### config.mk
export PLATFORM = sky130hd
export DESIGN_NAME = seq_divider
export DESIGN_NICKNAME = d
export VERILOG_FILES = /design/src/rtl/divider_pkg.sv /design/src/rtl/div_step.sv /design/src/rtl/seq_divider.sv
export SDC_FILE = /design/constraint.sdc
export NUM_CORES = 1
export LEC_CHECK = 0
export CORE_MARGIN = 2
export CORE_UTILIZATION = 55
export DETAILED_ROUTE_END_ITERATION = 10
export PLACE_DENSITY = 0.75
export SLEW_MARGIN = 5
export SYNTH_ARGS = -nofsm -noshare
export SYNTH_HDL_FRONTEND = slang
export SYNTH_SLANG_ARGS = --single-unit
### constraint.sdc
create_clock -name clk -period 4.4 [get_ports clk]
set_input_delay 0.44 -clock clk [delete_from_list [all_inputs] [get_ports clk]]
set_output_delay 0.44 -clock clk [all_outputs]
set_load 0.1 [all_outputs]
### src/rtl/divider_pkg.sv
// Shared definitions for the sequential divider.
//   div_state_t  : FSM state encoding (IDLE, CALC, FIX, DONE)
//   DIV_LATENCY  : cycles from the second-operand capture edge to the
//                  result pulse, for the default 32-bit width
//   div_latency(): the same figure for an arbitrary width
package divider_pkg;

   typedef enum logic [1:0] {
      IDLE = 2'd0,
      CALC = 2'd1,
      FIX  = 2'd2,
      DONE = 2'd3
   } div_state_t;

   localparam int DEFAULT_WIDTH = 32;
   localparam int DIV_LATENCY   = DEFAULT_WIDTH + 2;

   function automatic int div_latency(input int width);
      return width + 2;
   endfunction

endpackage

### src/rtl/div_step.sv
// One combinational restoring-division iteration on magnitudes.
//   rem_in  : partial remainder (always < dmag, so WIDTH bits suffice)
//   quo_in  : remaining dividend bits (MSB first) / quotient bits so far
//   dmag    : divisor magnitude
//   rem_out : next partial remainder
//   quo_out : quo_in shifted left with the new quotient bit in the LSB
module div_step #(
   parameter int WIDTH = 32
) (
   input  logic [WIDTH-1:0] rem_in,
   input  logic [WIDTH-1:0] quo_in,
   input  logic [WIDTH-1:0] dmag,
   output logic [WIDTH-1:0] rem_out,
   output logic [WIDTH-1:0] quo_out
);

   logic [WIDTH:0]   shifted;
   logic [WIDTH-1:0] diff;
   logic             fits;

   always_comb begin
      shifted = {rem_in, quo_in[WIDTH-1]};
      fits    = (shifted >= {1'b0, dmag});
      // When the subtraction succeeds the true difference is below dmag,
      // so the low WIDTH bits of a WIDTH-bit subtract are exact.
      diff    = shifted[WIDTH-1:0] - dmag;
      if (fits) begin
         rem_out = diff;
         quo_out = {quo_in[WIDTH-2:0], 1'b1};
      end else begin
         rem_out = shifted[WIDTH-1:0];
         quo_out = {quo_in[WIDTH-2:0], 1'b0};
      end
   end

endmodule

### src/rtl/seq_divider.sv
// Iterative restoring radix-2 divider with two valid/ready operand channels
// and a single-cycle result pulse (no backpressure).
//   clk, reset             : clock, synchronous active-high reset
//   s_axis_dividend_*      : dividend channel (tvalid/tready/tdata)
//   s_axis_divisor_*       : divisor channel (tvalid/tready/tdata)
//   m_axis_dout_tvalid     : one-cycle result pulse
//   m_axis_dout_tdata      : {remainder, quotient}, held after the pulse
// Handshake: an operand transfers on a rising edge where tvalid && tready.
// tready is high only in IDLE for a channel not yet captured and never
// during reset; tready does not depend on tvalid.
// The FSM state is visible as the internal signal 'state'.
module seq_divider
   import divider_pkg::*;
#(
   parameter int WIDTH  = 32,
   parameter bit SIGNED = 1'b1
) (
   input  logic               clk,
   input  logic               reset,
   input  logic               s_axis_dividend_tvalid,
   output logic               s_axis_dividend_tready,
   input  logic [WIDTH-1:0]   s_axis_dividend_tdata,
   input  logic               s_axis_divisor_tvalid,
   output logic               s_axis_divisor_tready,
   input  logic [WIDTH-1:0]   s_axis_divisor_tdata,
   output logic               m_axis_dout_tvalid,
   output logic [2*WIDTH-1:0] m_axis_dout_tdata
);

   localparam int CW = $clog2(WIDTH);

   div_state_t       state;
   div_state_t       state_next;
   logic             have_a;
   logic             have_b;
   logic             take_a;
   logic             take_b;
   logic             both_in;
   logic             neg_a;
   logic             neg_b;
   logic [WIDTH-1:0] rem;
   logic [WIDTH-1:0] quo;
   logic [WIDTH-1:0] dmag;
   logic [WIDTH-1:0] rem_step;
   logic [WIDTH-1:0] quo_step;
   logic [WIDTH-1:0] rem_fix;
   logic [WIDTH-1:0] quo_fix;
   logic [CW-1:0]    cnt;

   function automatic logic [WIDTH-1:0] mag(input logic [WIDTH-1:0] v);
      return (SIGNED && v[WIDTH-1]) ? (~v + 1'b1) : v;
   endfunction

   assign s_axis_dividend_tready = !reset && (state == IDLE) && !have_a;
   assign s_axis_divisor_tready  = !reset && (state == IDLE) && !have_b;
   assign take_a  = s_axis_dividend_tvalid && s_axis_dividend_tready;
   assign take_b  = s_axis_divisor_tvalid && s_axis_divisor_tready;
   assign both_in = (have_a || take_a) && (have_b || take_b);

   // Reset aborts a divide even if it lands in the DONE cycle.
   assign m_axis_dout_tvalid = (state == DONE) && !reset;

   div_step #(.WIDTH(WIDTH)) u_step (
      .rem_in  (rem),
      .quo_in  (quo),
      .dmag    (dmag),
      .rem_out (rem_step),
      .quo_out (quo_step)
   );

   // Quotient is negative when operand signs differ; the remainder takes
   // the dividend's sign (truncating division).
   assign quo_fix = (neg_a ^ neg_b) ? (~quo + 1'b1) : quo;
   assign rem_fix = neg_a ? (~rem + 1'b1) : rem;

   always_ff @(posedge clk) begin
      if (reset) state <= IDLE;
      else       state <= state_next;
   end

   always_comb begin
      state_next = state;
      case (state)
         IDLE:    if (both_in) state_next = CALC;
         CALC:    if (cnt == '0) state_next = FIX;
         FIX:     state_next = DONE;
         DONE:    state_next = IDLE;
         default: state_next = IDLE;
      endcase
   end

   always_ff @(posedge clk) begin
      if (reset) begin
         have_a            <= 1'b0;
         have_b            <= 1'b0;
         neg_a             <= 1'b0;
         neg_b             <= 1'b0;
         rem               <= '0;
         quo               <= '0;
         dmag              <= '0;
         cnt               <= '0;
         m_axis_dout_tdata <= '0;
      end else begin
         case (state)
            IDLE: begin
               rem <= '0;
               cnt <= CW'(WIDTH - 1);
               if (take_a) begin
                  have_a <= 1'b1;
                  quo    <= mag(s_axis_dividend_tdata);
                  neg_a  <= SIGNED && s_axis_dividend_tdata[WIDTH-1];
               end
               if (take_b) begin
                  have_b <= 1'b1;
                  dmag   <= mag(s_axis_divisor_tdata);
                  neg_b  <= SIGNED && s_axis_divisor_tdata[WIDTH-1];
               end
            end
            CALC: begin
               rem <= rem_step;
               quo <= quo_step;
               cnt <= cnt - 1'b1;
            end
            FIX: begin
               m_axis_dout_tdata <= {rem_fix, quo_fix};
            end
            DONE: begin
               have_a <= 1'b0;
               have_b <= 1'b0;
            end
            default: ;
         endcase
      end
   end

endmodule

# --- Word level (Yosys, flattened, before mapping) ---
# Cells that the tools add are included.
totals:
  rom_bits: 0
  ramBits: 0
  in_bits: 68
  register_bits: 171
  latchBits: 0
  mem_count: 0
  out_inout_bits: 67
  elab_cells: 68
op_classes:
  shift: 0
  eq_ne: 7
  n_mul: 0
  add_sub_neg: 6
  n_mux: 17
  n_reduce_logical: 22
  bitwise: 5
  order_cmp: 1
  n_div: 0
op_table:
  columns: ["op", "count"]
  rows:
  - ["$mux W32", 6]
  - ["$add A32 B1 Y32 const B", 4]
  - ["$not A32 Y32", 4]
  - ["$pmux W32 S2", 2]
  - ["$ge A33 B32 Y1", 1]
  - ["$sub A32 B32 Y32", 1]
  - ["$reduce_and A2 Y1", 6]
  - ["$pmux W5 S2", 1]
  - ["$ne A2 B2 Y1 const B", 4]
  - ["$pmux W2 S4", 1]
  - ["$logic_and A1 B1 Y1", 7]
  - ["$logic_not A5 Y1", 1]
  - ["$sub A5 B1 Y5 const B", 1]
  - ["$eq A2 B2 Y1 const B", 2]
  - ["$mux W2", 2]
  - ["$pmux W1 S2", 2]
  - ["$reduce_bool A2 Y1", 2]
  - ["$logic_not A1 Y1", 3]
  - ["$mux W1", 3]
  - ["$eq A2 B1 Y1 const B", 1]
  - ["$logic_not A2 Y1", 1]
  - ["$logic_or A1 B1 Y1", 2]
  - ["$xor A1 B1 Y1", 1]

# --- Depth between registers and ports, before layout ---
depth:
  depth_word: 8
  mapped_depth: 14
  depth_no_buf: 14

# --- Hierarchy ---
# Synthesis repeated with hierarchy kept, for this count alone.
unflattened:
  hier_cells: 1563
  hier_area_um2: 11942.7
modules_own_cells:
  columns: ["mod", "seq_area_each_um2", "instances", "cells_each", "area_each_um2"]
  rows:
  - ["seq_divider", 3423.3, 1, 1161, 9367.7]
  - ["div_step", 0.0, 1, 402, 2575.0]

# --- Worst setup path after synthesis ---
# OpenSTA, ideal clock, no wires.
synth_path:
  path_kind: "input to register"
  startpoint: "in reset"
  endpoint: "reg quo[23]"
  n_path_buf: 3
  stages: 10
  setup_slack_ns: 1.049
  required_time_ns: 4.330
  setup_time_ns: 0.070
  arrival_time_ns: 3.280
  cell_sequence: "clkbuf_1 inv_1 nand2_1 nor2_1 nand2_1 o21ai_0 clkbuf_1 buf_1 nand2_1 a21oi_1"
synth_via:
  elab_chain_len: 6
synth_rtl:
  columns: ["item", "line", "text"]
  rows:
  - ["from (decl)", "seq_divider.sv:19", "input logic reset,"]
  - ["$logic_not A1 Y1", "seq_divider.sv:54", "assign s_axis_dividend_tready = !reset && (state == IDLE) && !have_a;"]
  - ["$logic_and A1 B1 Y1 (2 in a row)", "seq_divider.sv:54", null]
  - ["net s_axis_dividend_tready", "seq_divider.sv:21", "output logic s_axis_dividend_tready,"]
  - ["$logic_and A1 B1 Y1", "seq_divider.sv:56", "assign take_a = s_axis_dividend_tvalid && s_axis_dividend_tready;"]
  - ["$ne A2 B2 Y1 (no line)", null, null]
  - ["$reduce_and A2 Y1 (no line)", null, null]
  - ["to (signal assigned)", "seq_divider.sv:110", "quo <= mag(s_axis_dividend_tdata);"]
  - ["to (signal assigned)", "seq_divider.sv:121", "quo <= quo_step;"]
  - ["to (decl)", "seq_divider.sv:42", "logic [WIDTH-1:0] quo;"]
# The timed path passes the listed nets, and every way through them passes these cells.
# A chain may end at the register's enable or synchronous reset.

# --- Worst setup path after layout ---
layout_path:
  startpoint: "reg quo[31]"
  endpoint: "reg rem[26]"
layout_via:
  elab_chain_len: 3
  word_cells_on_any_way: 4
  cone_classes: "add/sub: 1; order compare: 1; mux: 2"
layout_rtl:
  columns: ["item", "line", "text"]
  rows:
  - ["$sub A32 B32 Y32 or $ge A33 B32 Y1 (tied branches)", "div_step.sv:26, div_step.sv:23", null]
  - ["$mux W32 *", "div_step.sv:27", "if (fits) begin"]
  - ["$pmux W32 S2 *", "seq_divider.sv:104", "case (state)"]
  - ["to (signal assigned)", "seq_divider.sv:120", "rem <= rem_step;"]
  - ["to (decl)", "seq_divider.sv:41", "logic [WIDTH-1:0] rem;"]
# Mark *: on every way between the ends. The rest lies on a longest branch, timed or not.

==> qor.txt <==
Syn Area/Cell: 7.722 µm²
FP Rows: 50
CORE AREA: 18830 µm²
Initial antenna violation count: 0
Max FO, Critical Path: 4
Min-Delay Path Class: flip-flop to flip-flop
Seq/Total Area, Yosys: 0.3212
Fin. Hold Viols: 0
DRT Wirelength: 26570 µm
Yosys cell types: 55
Status: complete, no violations
DR pass1 iterations: 5
Critical path's slowest cell: fa_1
Warnings from Yosys: 0
Layout Skew: 12.77 ps
Num CTS Buffers: 17
Register area: 3423 µm²
Share of layout cells above drive strength 1: 0.04257
Global route total overflow: 0
FFs w/ async S/R, synth: 0
Clock buffer depth: 2
Worst EP arrival: 3980 ps
Crit-path leading delay family: compound AO/OA/AOI/OAI gates
PortBufs: 134
Top Usage Layer GRT: met2
Worst-Skew Late Latency: 430 ps
Crit start category: flip-flop
Min Tclk post-route: 3603 ps
First-pass GRT wire length: 43590 µm
# setup viols final: 0
Sink Count: 171
Die width: 143.2 µm
CP Data Required Time: 4770 ps
Fin crit share: 0.8190
Worst-margin pin slew: 1115 ps
RSZ-0062 raised after global routing: no
Vias post-DR: 9919
F_max: 277.5 MHz
Dpl hpwl: 19560 µm
CTS H-tree lvls: 4
Fillers: 1657
Post-DRT Antenna Nets: 0
Mapped Area: 10660 µm²
Fin nets: 1578
Met1 Track Usage GR: 0.3828
Cts repair resizes: 0
Setup_tns: 0 ps
Cells after synthesis: 1380
Die Area: 20500 µm²
GPL Wtd Cong: 0.9163
First DRT Iteration DRCs: 743
Post-layout util: 0.6765
Met2 Use GR: 0.4019
Largest net degree at the start of global routing: 93
# DRC: 0
Multi-input gate area: 6750 µm²
CTS tree: built
Synth Net Count: 1491
Relative slew slack: 0.2543
Diode count: 0
I/O pins: 135
Post-CTS Setup Bufs: 0
Synth Register Bits: 171
Placed insts: 1708
Vias per cell: 5.701
Initial Util: 0.5659
CTS Hold Bufs: 0
Maximum capacitance violations: 0
Worst Setup End Kind: flip-flop
Synth Flop Type: dfxtp_1
Vias in the first global route: 8860
Hold Worst Slack: 453.2 ps
Worst stage delay on the critical path: 420 ps
Fin cells: 1740
Routed wire per std cell: 15.27 µm
Die Span Y: 143.2 µm
Area Overhead vs Synth: 19.55%
Number of synthesized flops with an enable pin: 0
CP bufs+invs: 3
Slew Limit Fails: 0
M3 GR Usage: 0.04594
Critical path cell sequence: inv_1, ha_1, inv_1, fa_1, a211oi_1, o21ai_0, a31o_2, a221oi_1, buf_4, o21ai_0, a31oi_1, o21bai_1, a211o_1, a41oi_1, a22o_1
GR Util All Layers: 0.2602
Clk root buf: clkbuf_16
Clock slew at reported path FFs: 70 ps
Crit Path Class: flip-flop to flip-flop
## state kept, by name, summed over array words and instances, names as in the netlist
| name | count |
|---|---|
| m_axis_dout_tdata | 64 |
| cnt | 5 |
| neg_b | 1 |
| neg_a | 1 |
| rem | 32 |
| state | 2 |
| have_b | 1 |
| quo | 32 |
| have_a | 1 |
| dmag | 32 |
## through the flow
step | instance area (µm²) | setup WS, ps
after floorplan | 10660 | 1049
after global placement | 12150 | 904.5
after detailed placement | 12150 | 698.4
after CTS | 12740 | 826.8
after global routing | 12740 | 520.9
final | 12740 | 796.5
## logic make-up after synthesis
family	count (synthesis)	share of synthesized area
AOI/OAI and AO/OA	391	0.2329
xor gates and xnor gates	144	0.1184
adders and majority gates	43	0.05119
buffers and inverters	136	0.04802
DFF	171	0.3212
muxes	39	0.03663
and+or+nand+nor	456	0.1916
## path summary, 6_finish.rpt
path | startpoint | end | slack, ps | cells after the start
min | dmag[31] | dmag[31] | 450 | 2
max reg2reg | quo[31] | rem[26] | 800 | 15
min reg2reg | dmag[31] | dmag[31] | 450 | 2
max | quo[31] | rem[26] | 800 | 15
## final cells by class
cell class / count / share of cell area
clock buffer: 19 / 0.03398
multi-input combinational: 1073 / 0.5299
sequential: 171 / 0.2687
inverter: 56 / 0.01650
tap: 260 / 0.02554
clock inverter: 13 / 0.01208
timing repair buffer: 148 / 0.1133
## cell usage in the layout, fill, tap and decap left out, drive strengths merged, types with 6 or more instances in the layout
cell           netlist  layout
inv                 55      62
o31ai               26      26
nand3               16      16
nand2              182     182
nand4                8       8
xor2               108     108
clkdlybuf4s50        0     133
or4                 19      19
o21ai              124     124
nand2b              11      11
o21bai               6       6
a31oi                6       6
mux2i               39      39
nor3                22      22
o41ai               17      17
clkbuf              70      19
nor2               148     148
a211oi              78      78
dfxtp              171     171
nor4                10      10
buf                 10      15
or3                 19      19
a311oi               6       6
xnor2               36      36
o21a                 6       6
a21o                11      11
a21oi               82      82
ha                  42      42
## metal layers
metal  part of all wire  wire [µm]
met1               0.50      13180
met2               0.44      11730
met3              0.053       1419
met4             0.0093        247
met5                  0          0
## cell usage after synthesis, types with 2 or more instances
library cell,n,share of area
o21a_1,6,0.0042
o21bai_1,6,0.0042
nand3b_1,3,0.0021
a22o_1,2,0.0016
nand2_1,182,0.064
or3_1,17,0.010
o41ai_1,16,0.013
nand3_1,16,0.0075
a21oi_1,82,0.039
a211o_1,3,0.0025
xor2_1,108,0.089
nor4_1,10,0.0059
a31oi_1,6,0.0035
a211oi_1,78,0.055
a311oi_1,6,0.0049
nor3_1,22,0.010
o31a_1,3,0.0025
o2111ai_1,2,0.0016
o21ai_0,124,0.058
or2_2,3,0.0018
mux2i_1,39,0.037
dfxtp_1,171,0.32
and3_1,2,0.0012
or3_4,2,0.0021
o211ai_1,5,0.0035
a41oi_1,2,0.0016
a2111oi_0,5,0.0041
clkbuf_1,70,0.025
nor2_1,148,0.052
ha_1,42,0.049
a221oi_1,3,0.0025
a21o_1,11,0.0077
and2_1,3,0.0018
nand2b_1,11,0.0065
or4_4,3,0.0032
buf_1,9,0.0032
a22oi_1,2,0.0014
or4_1,16,0.011
xnor2_1,36,0.030
nor2b_1,5,0.0029
nand4_1,8,0.0047
o31ai_1,25,0.018
inv_1,55,0.019
## tightest hold or removal path: cells and delay by family (launching register included)
family	cells	cell delay, ps
flip-flops	1	310
AND/OR/NAND/NOR	1	50
AO/OA/AOI/OAI	1	50
Power is not shown: default switching activity piles up to over one toggle a cycle in this logic, so the estimate is an artifact.
